--- src/rtl/cfu_dispatcher.sv ---
// CFU dispatcher: shares one core CFU port among NUM_CFU units, returns responses
// in issue order via an ordering FIFO, and answers requests to absent units locally.
module cfu_dispatcher #(
    parameter int NUM_CFU         = 2,
    parameter int MAX_OUTSTANDING = 4
) (
    input  logic                               clk,
    input  logic                               rst_n,
    input  logic                               req_valid,
    output logic                               req_ready,
    input  logic                               req_cfu_csr,
    input  logic [8:0]                         req_id,
    input  logic [7:0]                         req_cfu,
    input  logic [7:0]                         req_state,
    input  logic [9:0]                         req_func,
    input  logic [31:0]                        req_insn,
    input  logic [31:0]                        req_data0,
    input  logic [31:0]                        req_data1,
    output logic                               resp_valid,
    input  logic                               resp_ready,
    output logic [8:0]                         resp_id,
    output logic [2:0]                         resp_status,
    output logic [31:0]                        resp_data,
    output logic [NUM_CFU-1:0]                 u_req_valid,
    input  logic [NUM_CFU-1:0]                 u_req_ready,
    output logic                               u_req_cfu_csr,
    output logic [8:0]                         u_req_id,
    output logic [7:0]                         u_req_state,
    output logic [9:0]                         u_req_func,
    output logic [31:0]                        u_req_insn,
    output logic [31:0]                        u_req_data0,
    output logic [31:0]                        u_req_data1,
    input  logic [NUM_CFU-1:0]                 u_resp_valid,
    output logic [NUM_CFU-1:0]                 u_resp_ready,
    input  logic [9*NUM_CFU-1:0]               u_resp_id,
    input  logic [3*NUM_CFU-1:0]               u_resp_status,
    input  logic [32*NUM_CFU-1:0]              u_resp_data,
    output logic [$clog2(MAX_OUTSTANDING):0]   outstanding,
    output logic                               id_mismatch
);

    localparam int IW = (NUM_CFU > 1) ? $clog2(NUM_CFU) : 1;
    localparam int PW = $clog2(MAX_OUTSTANDING);
    localparam int OW = PW + 1;
    localparam logic [7:0]    NUM_CFU_B = 8'(NUM_CFU);
    localparam logic [OW-1:0] DEPTH     = OW'(MAX_OUTSTANDING);

    logic [MAX_OUTSTANDING-1:0] fifo_err;
    logic [IW-1:0]              fifo_unit [MAX_OUTSTANDING];
    logic [8:0]                 fifo_id   [MAX_OUTSTANDING];
    logic [PW-1:0]              wr_ptr;
    logic [PW-1:0]              rd_ptr;
    logic [OW-1:0]              count;
    logic                       mismatch;

    logic          hit;
    logic [IW-1:0] idx;
    logic          full;
    logic          sel_ready;
    logic          push;
    logic          pop;
    logic          head_valid;
    logic          head_err;
    logic [IW-1:0] head_unit;
    logic [8:0]    head_id;
    logic          unit_valid;
    logic [8:0]    unit_id;
    logic [2:0]    unit_status;
    logic [31:0]   unit_data;

    assign u_req_cfu_csr = req_cfu_csr;
    assign u_req_id      = req_id;
    assign u_req_state   = req_state;
    assign u_req_func    = req_func;
    assign u_req_insn    = req_insn;
    assign u_req_data0   = req_data0;
    assign u_req_data1   = req_data1;
    assign outstanding   = count;
    assign id_mismatch   = mismatch;

    // Request decode and forwarding; absent units are always ready so the error entry can queue.
    always_comb begin
        hit         = (req_cfu < NUM_CFU_B);
        idx         = req_cfu[IW-1:0];
        full        = (count == DEPTH);
        sel_ready   = 1'b0;
        u_req_valid = '0;
        for (int k = 0; k < NUM_CFU; k++) begin
            u_req_valid[k] = (idx == IW'(k)) & req_valid & hit & ~full & rst_n;
            sel_ready      = sel_ready | ((idx == IW'(k)) & u_req_ready[k]);
        end
        req_ready = rst_n & ~full & (hit ? sel_ready : 1'b1);
        push      = req_valid & req_ready;
    end

    // Select the response fields of the unit owning the FIFO head.
    always_comb begin
        head_valid  = rst_n & (count != {OW{1'b0}});
        head_err    = fifo_err[rd_ptr];
        head_unit   = fifo_unit[rd_ptr];
        head_id     = fifo_id[rd_ptr];
        unit_valid  = 1'b0;
        unit_id     = 9'd0;
        unit_status = 3'd0;
        unit_data   = 32'd0;
        for (int k = 0; k < NUM_CFU; k++) begin
            if (head_unit == IW'(k)) begin
                unit_valid  = u_resp_valid[k];
                unit_id     = u_resp_id[9*k +: 9];
                unit_status = u_resp_status[3*k +: 3];
                unit_data   = u_resp_data[32*k +: 32];
            end else begin
                unit_valid  = unit_valid;
            end
        end
    end

    // Response steering to the core; only the head unit may hand over its response.
    always_comb begin
        resp_valid   = 1'b0;
        resp_id      = 9'd0;
        resp_status  = 3'd0;
        resp_data    = 32'd0;
        u_resp_ready = '0;
        if (!head_valid) begin
            resp_valid = 1'b0;
        end else if (head_err) begin
            resp_valid  = 1'b1;
            resp_id     = head_id;
            resp_status = 3'b001;
            resp_data   = 32'd0;
        end else begin
            resp_valid  = unit_valid;
            resp_id     = unit_id;
            resp_status = unit_status;
            resp_data   = unit_data;
            for (int k = 0; k < NUM_CFU; k++) begin
                u_resp_ready[k] = (head_unit == IW'(k)) & resp_ready;
            end
        end
        pop = resp_valid & resp_ready;
    end

    // Ordering FIFO storage.
    always_ff @(posedge clk) begin
        if (!rst_n) begin
            fifo_err <= '0;
            for (int k = 0; k < MAX_OUTSTANDING; k++) begin
                fifo_unit[k] <= '0;
                fifo_id[k]   <= 9'd0;
            end
        end else if (push) begin
            fifo_err[wr_ptr]  <= ~hit;
            fifo_unit[wr_ptr] <= idx;
            fifo_id[wr_ptr]   <= req_id;
        end else begin
            fifo_err <= fifo_err;
        end
    end

    // Pointers, occupancy and the sticky ID-mismatch flag.
    always_ff @(posedge clk) begin
        if (!rst_n) begin
            wr_ptr   <= '0;
            rd_ptr   <= '0;
            count    <= '0;
            mismatch <= 1'b0;
        end else begin
            if (push) begin
                wr_ptr <= wr_ptr + PW'(1);
            end
            if (pop) begin
                rd_ptr <= rd_ptr + PW'(1);
            end
            case ({push, pop})
                2'b10:   count <= count + OW'(1);
                2'b01:   count <= count - OW'(1);
                default: count <= count;
            endcase
            if (pop && !head_err && (unit_id != head_id)) begin
                mismatch <= 1'b1;
            end
        end
    end

endmodule

--- config.mk ---
export PLATFORM = sky130hd
export DESIGN_NAME = cfu_dispatcher
export DESIGN_NICKNAME = d
export VERILOG_FILES = /design/src/rtl/cfu_dispatcher.sv
export SDC_FILE = /design/constraint.sdc
export NUM_CORES = 1
export LEC_CHECK = 0
export ABC_AREA = 1
export CAP_MARGIN = 40
export CORE_AREA = 2 2 156 158
export CTS_CLUSTER_SIZE = 24
export DETAILED_ROUTE_END_ITERATION = 10
export DIE_AREA = 0 0 158 160
export PLACE_DENSITY = 0.63
export SETUP_SLACK_MARGIN = 0.1
export SYNTH_ARGS = -nofsm -noshare
export SYNTH_HDL_FRONTEND = slang
export SYNTH_SLANG_ARGS = --single-unit
--- constraint.sdc ---
create_clock -name clk -period 2.59 [get_ports clk]
set_input_delay 0.3885 -clock clk [delete_from_list [all_inputs] [get_ports clk]]
set_output_delay 0.3885 -clock clk [all_outputs]
set_load 0.005 [all_outputs]
# --- After elaboration in Yosys (flattened, before gate mapping) ---
# Memories as Yosys holds them, arrays and structs flattened. A register that Yosys moved wholly into a read port is not among the register bits.
# Cells that the tools add are included.
classes:
  add_sub_neg: 4
  mul: 0
  div_mod_pow: 0
  n_lt_le_gt_ge: 4
  eq_ne: 4
  shift: 0
  mux: 35
  bitwise_logic: 22
  reduce_logical: 8
op_table:
  columns: ["op", "n"]
  rows:
  - ["32-bit 2-to-1 mux", 3]
  - ["9-bit 2-to-1 mux", 4]
  - ["1-bit bitwise AND", 17]
  - ["2-bit 2-to-1 mux", 8]
  - ["1-bit 2-to-1 mux", 13]
  - ["3-bit 2-to-1 mux", 3]
  - ["9-bit != test", 1]
  - ["9-bit OR reduction", 1]
  - ["8-bit by 2-bit < comparator with 1-bit output (second input constant)", 1]
  - ["2-bit by 3-bit < comparator with 1-bit output (second input constant)", 2]
  - ["3-bit one-hot mux with 2 select lines", 1]
  - ["2-bit by 1-bit adder with 2-bit output (second input constant)", 2]
  - ["4-bit bitwise mux", 1]
  - ["1-bit inverter", 4]
  - ["3-bit by 1-bit adder with 3-bit output (second input constant)", 1]
  - ["3-bit == test (second input constant)", 1]
  - ["1-bit logical AND", 3]
  - ["3-bit nonzero test", 1]
  - ["3-bit by 1-bit subtractor with 3-bit output (second input constant)", 1]
  - ["1-bit binary-select mux with 2-bit select", 1]
  - ["1-bit demux with 2-bit select", 1]
  - ["2-bit by 1-bit == test with 1-bit output (second input constant)", 1]
  - ["2-bit == test (second input constant)", 1]
  - ["2-bit by 1-bit >= comparator with 1-bit output (second input constant)", 1]
  - ["4 further kinds", 4]
word_totals:
  reg_bits: 12
  latchBits: 0
  mem_bits_rw: 40
  romBits: 0
  inputBits: 228
  output_inout_bits: 178
  elab_cells: 84
  memories: 2
memory_table:
  columns: ["memory", "words", "word_bits", "rd", "rd_ports_with_merged_regs", "write_ports", "line_no", "text"]
  rows:
  - ["fifo_id", 4, 9, 1, 1, 4, "50", "logic [8:0] fifo_id [MAX_OUTSTANDING];"]
  - ["fifo_unit", 4, 1, 1, 1, 4, "49", "logic [IW-1:0] fifo_unit [MAX_OUTSTANDING];"]

# --- Longest topological paths before layout ---
# Gate-level depths: netlist of the first run.
logic_depth:
  ltp_word: 11
  ltp_mapped: 17
  depth_no_buf: 16

# --- Worst setup path after synthesis of the first run ---
# OpenSTA, ideal clock, no wires.
synth_path:
  path_type: "in2reg"
  startpoint: "in req_cfu[2]"
  endpoint: "reg count[2], in the netlist outstanding[2]"
  setup_ns: 0.122
  arrival_time_ns: 2.375
  setup_slack_ns: 0.093
  cell_stages: 15
  path_buffers: 1
  cell_sequence: "nor3_1 > nand3_1 > inv_1 > o21ai_0 > nand2_1 > inv_1 > nand2_2 > buf_1 > ha_1 > inv_1 > fa_1 > a21oi_1 > o21ai_0 > o21ai_0 > a21oi_1"
synth_via:
  elab_chain_len: 6
synth_rtl:
  columns: ["item", "line_no", "text"]
  rows:
  - ["from (decl)", "13", "input logic [7:0] req_cfu,"]
  - ["8-bit by 2-bit < comparator with 1-bit output *", "83", "hit = (req_cfu < NUM_CFU_B);"]
  - ["1-bit 2-to-1 mux *", "92", "req_ready = rst_n & ~full & (hit ? sel_ready : 1'b1);"]
  - ["1-bit bitwise AND *", "92", null]
  - ["via req_ready", "10", "output logic req_ready,"]
  - ["1-bit bitwise AND *", "93", "push = req_valid & req_ready;"]
  - ["2-bit by 1-bit == test with 1-bit output / 2-bit == test (equally long branches)", "175", "case ({push, pop})"]
  - ["3-bit one-hot mux with 2 select lines / 2-bit nonzero test (equally long branches)", null, null]
  - ["to (signal assigned)", "176", "2'b10: count <= count + OW'(1);"]
  - ["to (signal assigned)", "177", "2'b01: count <= count - OW'(1);"]
  - ["to (signal assigned)", "178", "default: count <= count;"]
  - ["to (decl)", "53", "logic [OW-1:0] count;"]
# The timed path passes the listed nets; every way through them passes the cells marked *.
# A chain may end at the register's enable or synchronous reset.

# --- Worst setup path in the final report of the first run ---
layout_path:
  startpoint: "reg rd_ptr[0]"
  endpoint: "out resp_data[3]"
layout_via:
  elab_chain_len: 4
layout_rtl:
  columns: ["item", "line_no", "text"]
  rows:
  - ["from (decl)", "52", "logic [PW-1:0] rd_ptr;"]
  - ["from (signal assigned)", "173", "rd_ptr <= rd_ptr + PW'(1);"]
  - ["1-bit binary-select mux with 2-bit select", "99", "head_err = fifo_err[rd_ptr];"]
  - ["1-bit 2-to-1 mux (implied by the code)", "99", null]
  - ["32-bit 2-to-1 mux", "127", "end else if (head_err) begin"]
  - ["32-bit 2-to-1 mux", "125", "if (!head_valid) begin"]
  - ["to (decl)", "23", "output logic [31:0] resp_data,"]
# No other way between the ends. The select of a mux whose other input is x is not followed.

==> results of run 1 <==
[area by class of cell]
type | instances | share of cell area [%]
repair buffers | 233 | 36.5
multi-input cells | 380 | 28.3
flip-flops and latches | 54 | 22.7
well taps | 324 | 6.29
inverters | 58 | 3.53
clock buffers | 5 | 1.94
clock inverters | 3 | 0.660
diodes | 3 | 0.116
[power by group]
part	leakage (nW)	switching [mW]	total, mW	internal [mW]
sequential	0.522	0.0197	0.997	0.977
clock	0.0819	0.296	0.752	0.456
combinational	2.38	0.447	0.929	0.481
total	2.98	0.763	2.68	1.91
[state kept, by name, summed over array words and instances, names as in the netlist, named ones only]
| name | cells |
|---|---|
| fifo_id | 36 |
| outstanding | 3 |
| fifo_unit | 4 |
| fifo_err | 4 |
| rd_ptr | 2 |
| id_mismatch | 1 |
| wr_ptr | 2 |
[stage by stage]
| stage | area [um^2] | setup slack, ns | util (%) | power [mW] |
|---|---|---|---|---|
| finish | 6440 | 0.139 | 27.1 | 2.68 |
| global route | 6440 | 0.0303 | 27.0 | 2.80 |
| CTS | 6280 | 0.0216 | 26.3 | 2.66 |
| detailed placement | 5910 | -0.465 | 24.8 | 1.84 |
| global placement | 5910 | -0.474 | 24.8 | 1.84 |
| floorplan | 4470 | 0.201 | - | 1.49 |
[what timing repair did]
| item | 4_1_cts | 5_1_grt |
|---|---|---|
| hold endpoints to repair | 0 | 0 |
| cloned | 3 | 0 |
| pin swaps | 16 | 17 |
| gates resized for setup | 97 | 47 |
| setup buffers | 13 | 9 |
| endpoints found under the setup margin | 45 | 18 |
[cells in the final DEF, fill, tap and decap left out, types with 2 or more instances in the layout]
| master | n |
|---|---|
| clkbuf_2 | 2 |
| nor2_1 | 132 |
| o21ai_1 | 27 |
| o21ai_0 | 33 |
| buf_4 | 37 |
| nand3b_1 | 2 |
| edfxtp_1 | 37 |
| dlygate4sd2_1 | 27 |
| ha_1 | 5 |
| a21oi_2 | 2 |
| inv_6 | 2 |
| nand2_4 | 2 |
| diode_2 | 3 |
| buf_16 | 2 |
| nand2_1 | 87 |
| inv_2 | 5 |
| inv_4 | 2 |
| nor2_2 | 10 |
| nor3_1 | 3 |
| nand3_2 | 2 |
| nor2_4 | 3 |
| buf_2 | 8 |
| nand2_2 | 6 |
| dfxtp_1 | 14 |
| o21ai_2 | 4 |
| clkdlybuf4s50_1 | 130 |
| or2_2 | 4 |
| clkbuf_16 | 5 |
| buf_12 | 11 |
| a21oi_1 | 20 |
| inv_1 | 50 |
| buf_6 | 7 |
| nand3_1 | 30 |
| dlymetal6s2s_1 | 6 |
| dfxtp_4 | 2 |
[routing by layer]
metal | track usage [%] | vias to the layer above
li1 | - | 2092
met1 | 16.0 | 1942
met2 | 28.3 | 238
met3 | 7.54 | 51
met4 | 4.79 | 2
met5 | 0.198 | -
[path summary, 6_finish.rpt]
path	startpoint	end	slack, ns	cells after the start
setup / recovery	rd_ptr[0]	resp_data[3]	0.14	11
hold / removal	id_mismatch	id_mismatch	0.45	2
hold reg to reg	id_mismatch	id_mismatch	0.45	2
setup reg to reg	rd_ptr[0]	outstanding[2]	0.34	15
[worst min-delay path, stage by stage, from the launching register on]
cell and delay (ns):
dfxtp_1 0.31, inv_1 0.04, a21oi_1 0.06
[cells by family after synthesis]
kind of cell	share of synthesized area [%]
fa+ha+maj	1.85
simple gates	26.6
buf+inv	28.4
flops	32.5
compound gates	10.7
==> results.tsv, run 1 <==
metric	value	unit
maxCapViolations	0	
routed.top_layer	met5	
p_leak	2.98	nW
wl_per_cell	19.8	um
synth_edf_count	37	
grt_max_degree	23	
p_per_area	415	nW/um^2
wl_met3	2610	um
start_util	18.8	%
synth_top_cell_area_share	24.8	%
port_buffers	175	
num_rows	57	
synth_nets	873	
crit_required	2.20	ns
slowest_delay	0.36	ns
cts_hold_buf	0	
critical_path.top_delay_family	buffers and inverters	
clock_latency	0.29	ns
hold_ws	0.452	ns
grt_overflow	0	
cts_inserted_buffers	5	
avgSynthCellArea	7.00	um^2
htreeDepth	2	
drc	0	
ys.flop_type	edfxtp_1	
root_buffer	clkbuf_16	
peakVddDrop	224	uV
arrival	2.06	ns
fmax	0.408	GHz
cts.sinks	54	
setup_tns	0	ns
setup_viol	0	
io_pins	406	
dpl.cell_count	1024	
rsz0062_at_grt	true	
finalHoldViolCount	0	
period_needed	2.45	ns
grt_pass1_vias	4200	
nFillCells	2621	
track_usage	15.8	%
area_growth	44.1	%
synth.area.top_cells	edfxtp_1 (25%), buf_4 (21%), nor2_1 (12%)	
drv_slew	0	
ys_warn_count	0	
path_clk_slew	0.07	ns
worstMarginPinSlew	0.244	ns
grt_pass1_wl	28300	um
fin_skew	0.00241	ns
antenna_found_initial	3	
die-area	25300	um^2
crit_chain	inv_4, nand2_2, a32oi_2, inv_2, nor2_4, buf_6, buf_16, buf_6, o21ai_1, nor2_2, buf_2	
worstHoldPathType	flip-flop to flip-flop	
critPathBufInv	6	
layout-drive-gt1-share	16.9	%
post-synth-top-count-cell	nor2_1	
synth-seq-area-share	32.5	%
die_y	160	um
first_pass_iters	4	
start_kind	flip-flop	
synth_commonest_cells	nor2_1 (142), buf_4 (126), nand2_1 (89)	
worst_setup_path_end_kind	output port	
path_common_cell	buf_6	
crit_type	flip-flop to output port	
hpwl	17300	um
final_antenna_net_count	0	
wl_met1	7170	um
ys_ff_latch	54	
seqCellArea	1460	um^2
final.period_utilization	94.6	%
gp_congestion	0.831	
fp.coreArea	23800	um^2
netlist_instances	639	
status	complete, no violations	
relSlewSlack	83.6	%
vias_per_cell	4.08	
synth_top_area_cell	edfxtp_1	
ys_types	32	
critPathSlowestCell	dfxtp_4	
netlist_area	4470	um^2
multiInputGateArea	1820	um^2
die_w	158	um
routed-wl-met2	10500	um
nNetsFinal	966	
vias	4325	
clockBufferDepth	2	
wl	20900	um
cts_tree	built	
crit_fanout	6	
async_flop_share	0	%
final_cells	1060	
drt_iter0_drc	210	
Power figures use the tool's default switching activity.
==> run 2, diff against run 1 <==
--- a/config.mk
+++ b/config.mk
@@ -13,6 +13,7 @@
 export DIE_AREA = 0 0 158 160
 export PLACE_DENSITY = 0.63
 export SETUP_SLACK_MARGIN = 0.1
+export SLEW_MARGIN = 20
 export SYNTH_ARGS = -nofsm -noshare
 export SYNTH_HDL_FRONTEND = slang
 export SYNTH_SLANG_ARGS = --single-unit
==> results of run 2 <==
The final DEF is identical to that of run 1; final timing and power are the same.
==> run 3, diff against run 2 <==
--- a/config.mk
+++ b/config.mk
@@ -8,6 +8,7 @@
 export ABC_AREA = 1
 export CAP_MARGIN = 40
 export CORE_AREA = 2 2 156 158
+export CTS_BUF_LIST = sky130_fd_sc_hd__clkbuf_4 sky130_fd_sc_hd__clkbuf_8
 export CTS_CLUSTER_SIZE = 24
 export DETAILED_ROUTE_END_ITERATION = 10
 export DIE_AREA = 0 0 158 160
==> results.tsv, run 3 (synthesis gave the netlist of run 1 again) <==
metric	value	unit
wl_per_cell	19.6	um
status	complete, no violations	
nNetsFinal	969	
antenna_found_initial	3	
clock_latency	0.31	ns
critPathBufInv	6	
final_area	6410	um^2
fin_skew	0.00355	ns
slowest_delay	0.37	ns
mostFrequentLayoutCell	nor2_1	
hpwl	17300	um
root_buffer	clkbuf_8	
crit_fanout	6	
htreeDepth	2	
layout_setup_ws	0.162	ns
worstMarginPinSlew	0.269	ns
path_clk_slew	0.09	ns
wl_met1	7080	um
cts_tree	built	
critical_path.top_delay_family	buffers and inverters	
num_rows	57	
layout-drive-gt1-share	17.5	%
finalHoldViolCount	0	
relSlewSlack	82.0	%
drc	0	
drt_iter0_drc	192	
grt_overflow	0	
largest_reg_flops	36	
mostFrequentLayoutCells	nor2_1 (132), clkdlybuf4s50_1 (131), nand2_1 (87), inv_1 (51), buf_4 (40)	
grt_pass1_wl	28500	um
worstHoldPathType	flip-flop to flip-flop	
critPathSlowestCell	dfxtp_4	
port_buffers	175	
final_cells	1062	
peakVddDrop	175	uV
wl	20800	um
die_y	160	um
dpl.cell_count	1024	
reg_top3	fifo_id x36, fifo_err x4, fifo_unit x4	
regMostFlops	fifo_id	
drv_slew	0	
startpoint	rd_ptr[0]	
grt_max_degree	23	
cts.sinks	54	
track_usage	15.8	%
vias_per_cell	4.05	
p_per_area	388	nW/um^2
rsz0062_at_grt	true	
start_util	18.8	%
area_growth	43.4	%
start_kind	flip-flop	
die-area	25300	um^2
period_needed	2.43	ns
p_leak	2.93	nW
grt_pass1_vias	4202	
wl_met3	2680	um
placed_cell_area	5910	um^2
cts_inserted_buffers	5	
io_pins	406	
worst_setup_path_end_kind	output port	
min_from	id_mismatch	
setup_tns	0	ns
gp_congestion	0.831	
dp_worst_setup_slack	-0.465	ns
arrival	2.04	ns
routed-wl-met2	10400	um
maxCapViolations	0	
vias	4298	
clockBufferDepth	2	
setup_viol	0	
cts_hold_buf	0	
die_w	158	um
routed.top_layer	met5	
crit_chain	inv_4, nand2_2, a32oi_2, inv_2, nor2_4, buf_6, buf_16, buf_12, o21ai_0, nor2_1, buf_2	
final.period_utilization	93.7	%
final_antenna_net_count	0	
first_pass_iters	4	
fp.coreArea	23800	um^2
crit_type	flip-flop to output port	
crit_required	2.20	ns
fmax	0.412	GHz
[run 3: cell count changes in the layout (fill, tap and decap cells not counted), moves of 3 or more]
cell | previous run | this run
o21ai_2 | 4 | 7
clkbuf_8 | 0 | 5
clkbuf_16 | 5 | 0
buf_4 | 37 | 40
nor2_4 | 3 | 6
nor2_2 | 10 | 7
o21ai_1 | 27 | 24
[run 3: repair_timing]
item,CTS,global route
gates cloned,3,0
setup buffers,17,8
resized for setup,126,27
setup endpoints to repair,46,20
pin swaps,16,13
hold endpoints to repair,0,0
[run 3: path summary, 6_finish.rpt]
kind,end,slack [ns],cells past startpoint
worst max-delay path,resp_data[1],0.16,11
worst min-delay path,id_mismatch,0.46,2
worst max register to register,id_mismatch,0.27,17
worst min register to register,id_mismatch,0.46,2
[run 3: metal layers]
| layer | up-vias | track usage, % |
|---|---|---|
| li1 | 2099 | - |
| met1 | 1949 | 16.1 |
| met2 | 207 | 28.2 |
| met3 | 41 | 7.82 |
| met4 | 2 | 4.91 |
| met5 | - | 0 |
[run 3: cell type report]
type,instances,area (um^2)
clock buffer,5,68.8
timing repair buffer,236,2360
clock inverter,3,42.5
inverter,58,228
fill,2616,17400
sequential,54,1460
tap,324,405
multi-input combinational,380,1840
antenna,2,5.00
[run 3: metrics by stage]
step	utilization (%)	power, mW	hold WS [ns]
global route	26.9	2.63	0.489
global placement	24.8	1.84	0.443
CTS	26.4	2.49	0.459
floorplan	-	1.49	0.429
detailed placement	24.8	1.84	0.443
finish	26.9	2.49	0.455
[run 3: report_power, final]
| part | total (mW) | switching (mW) | internal [mW] |
|---|---|---|---|
| logic | 0.934 | 0.446 | 0.488 |
| registers | 0.996 | 0.0195 | 0.976 |
| clock network | 0.561 | 0.273 | 0.288 |
[run 3: worst register-to-register path, delay by kind of cell, from the launching register on]
| family | cells | cell delay [ns] |
|---|---|---|
| buffers and inverters | 7 | 0.86 |
| AOI/OAI and AO/OA | 2 | 0.22 |
| DFF | 1 | 0.39 |
| and+or+nand+nor | 8 | 0.75 |
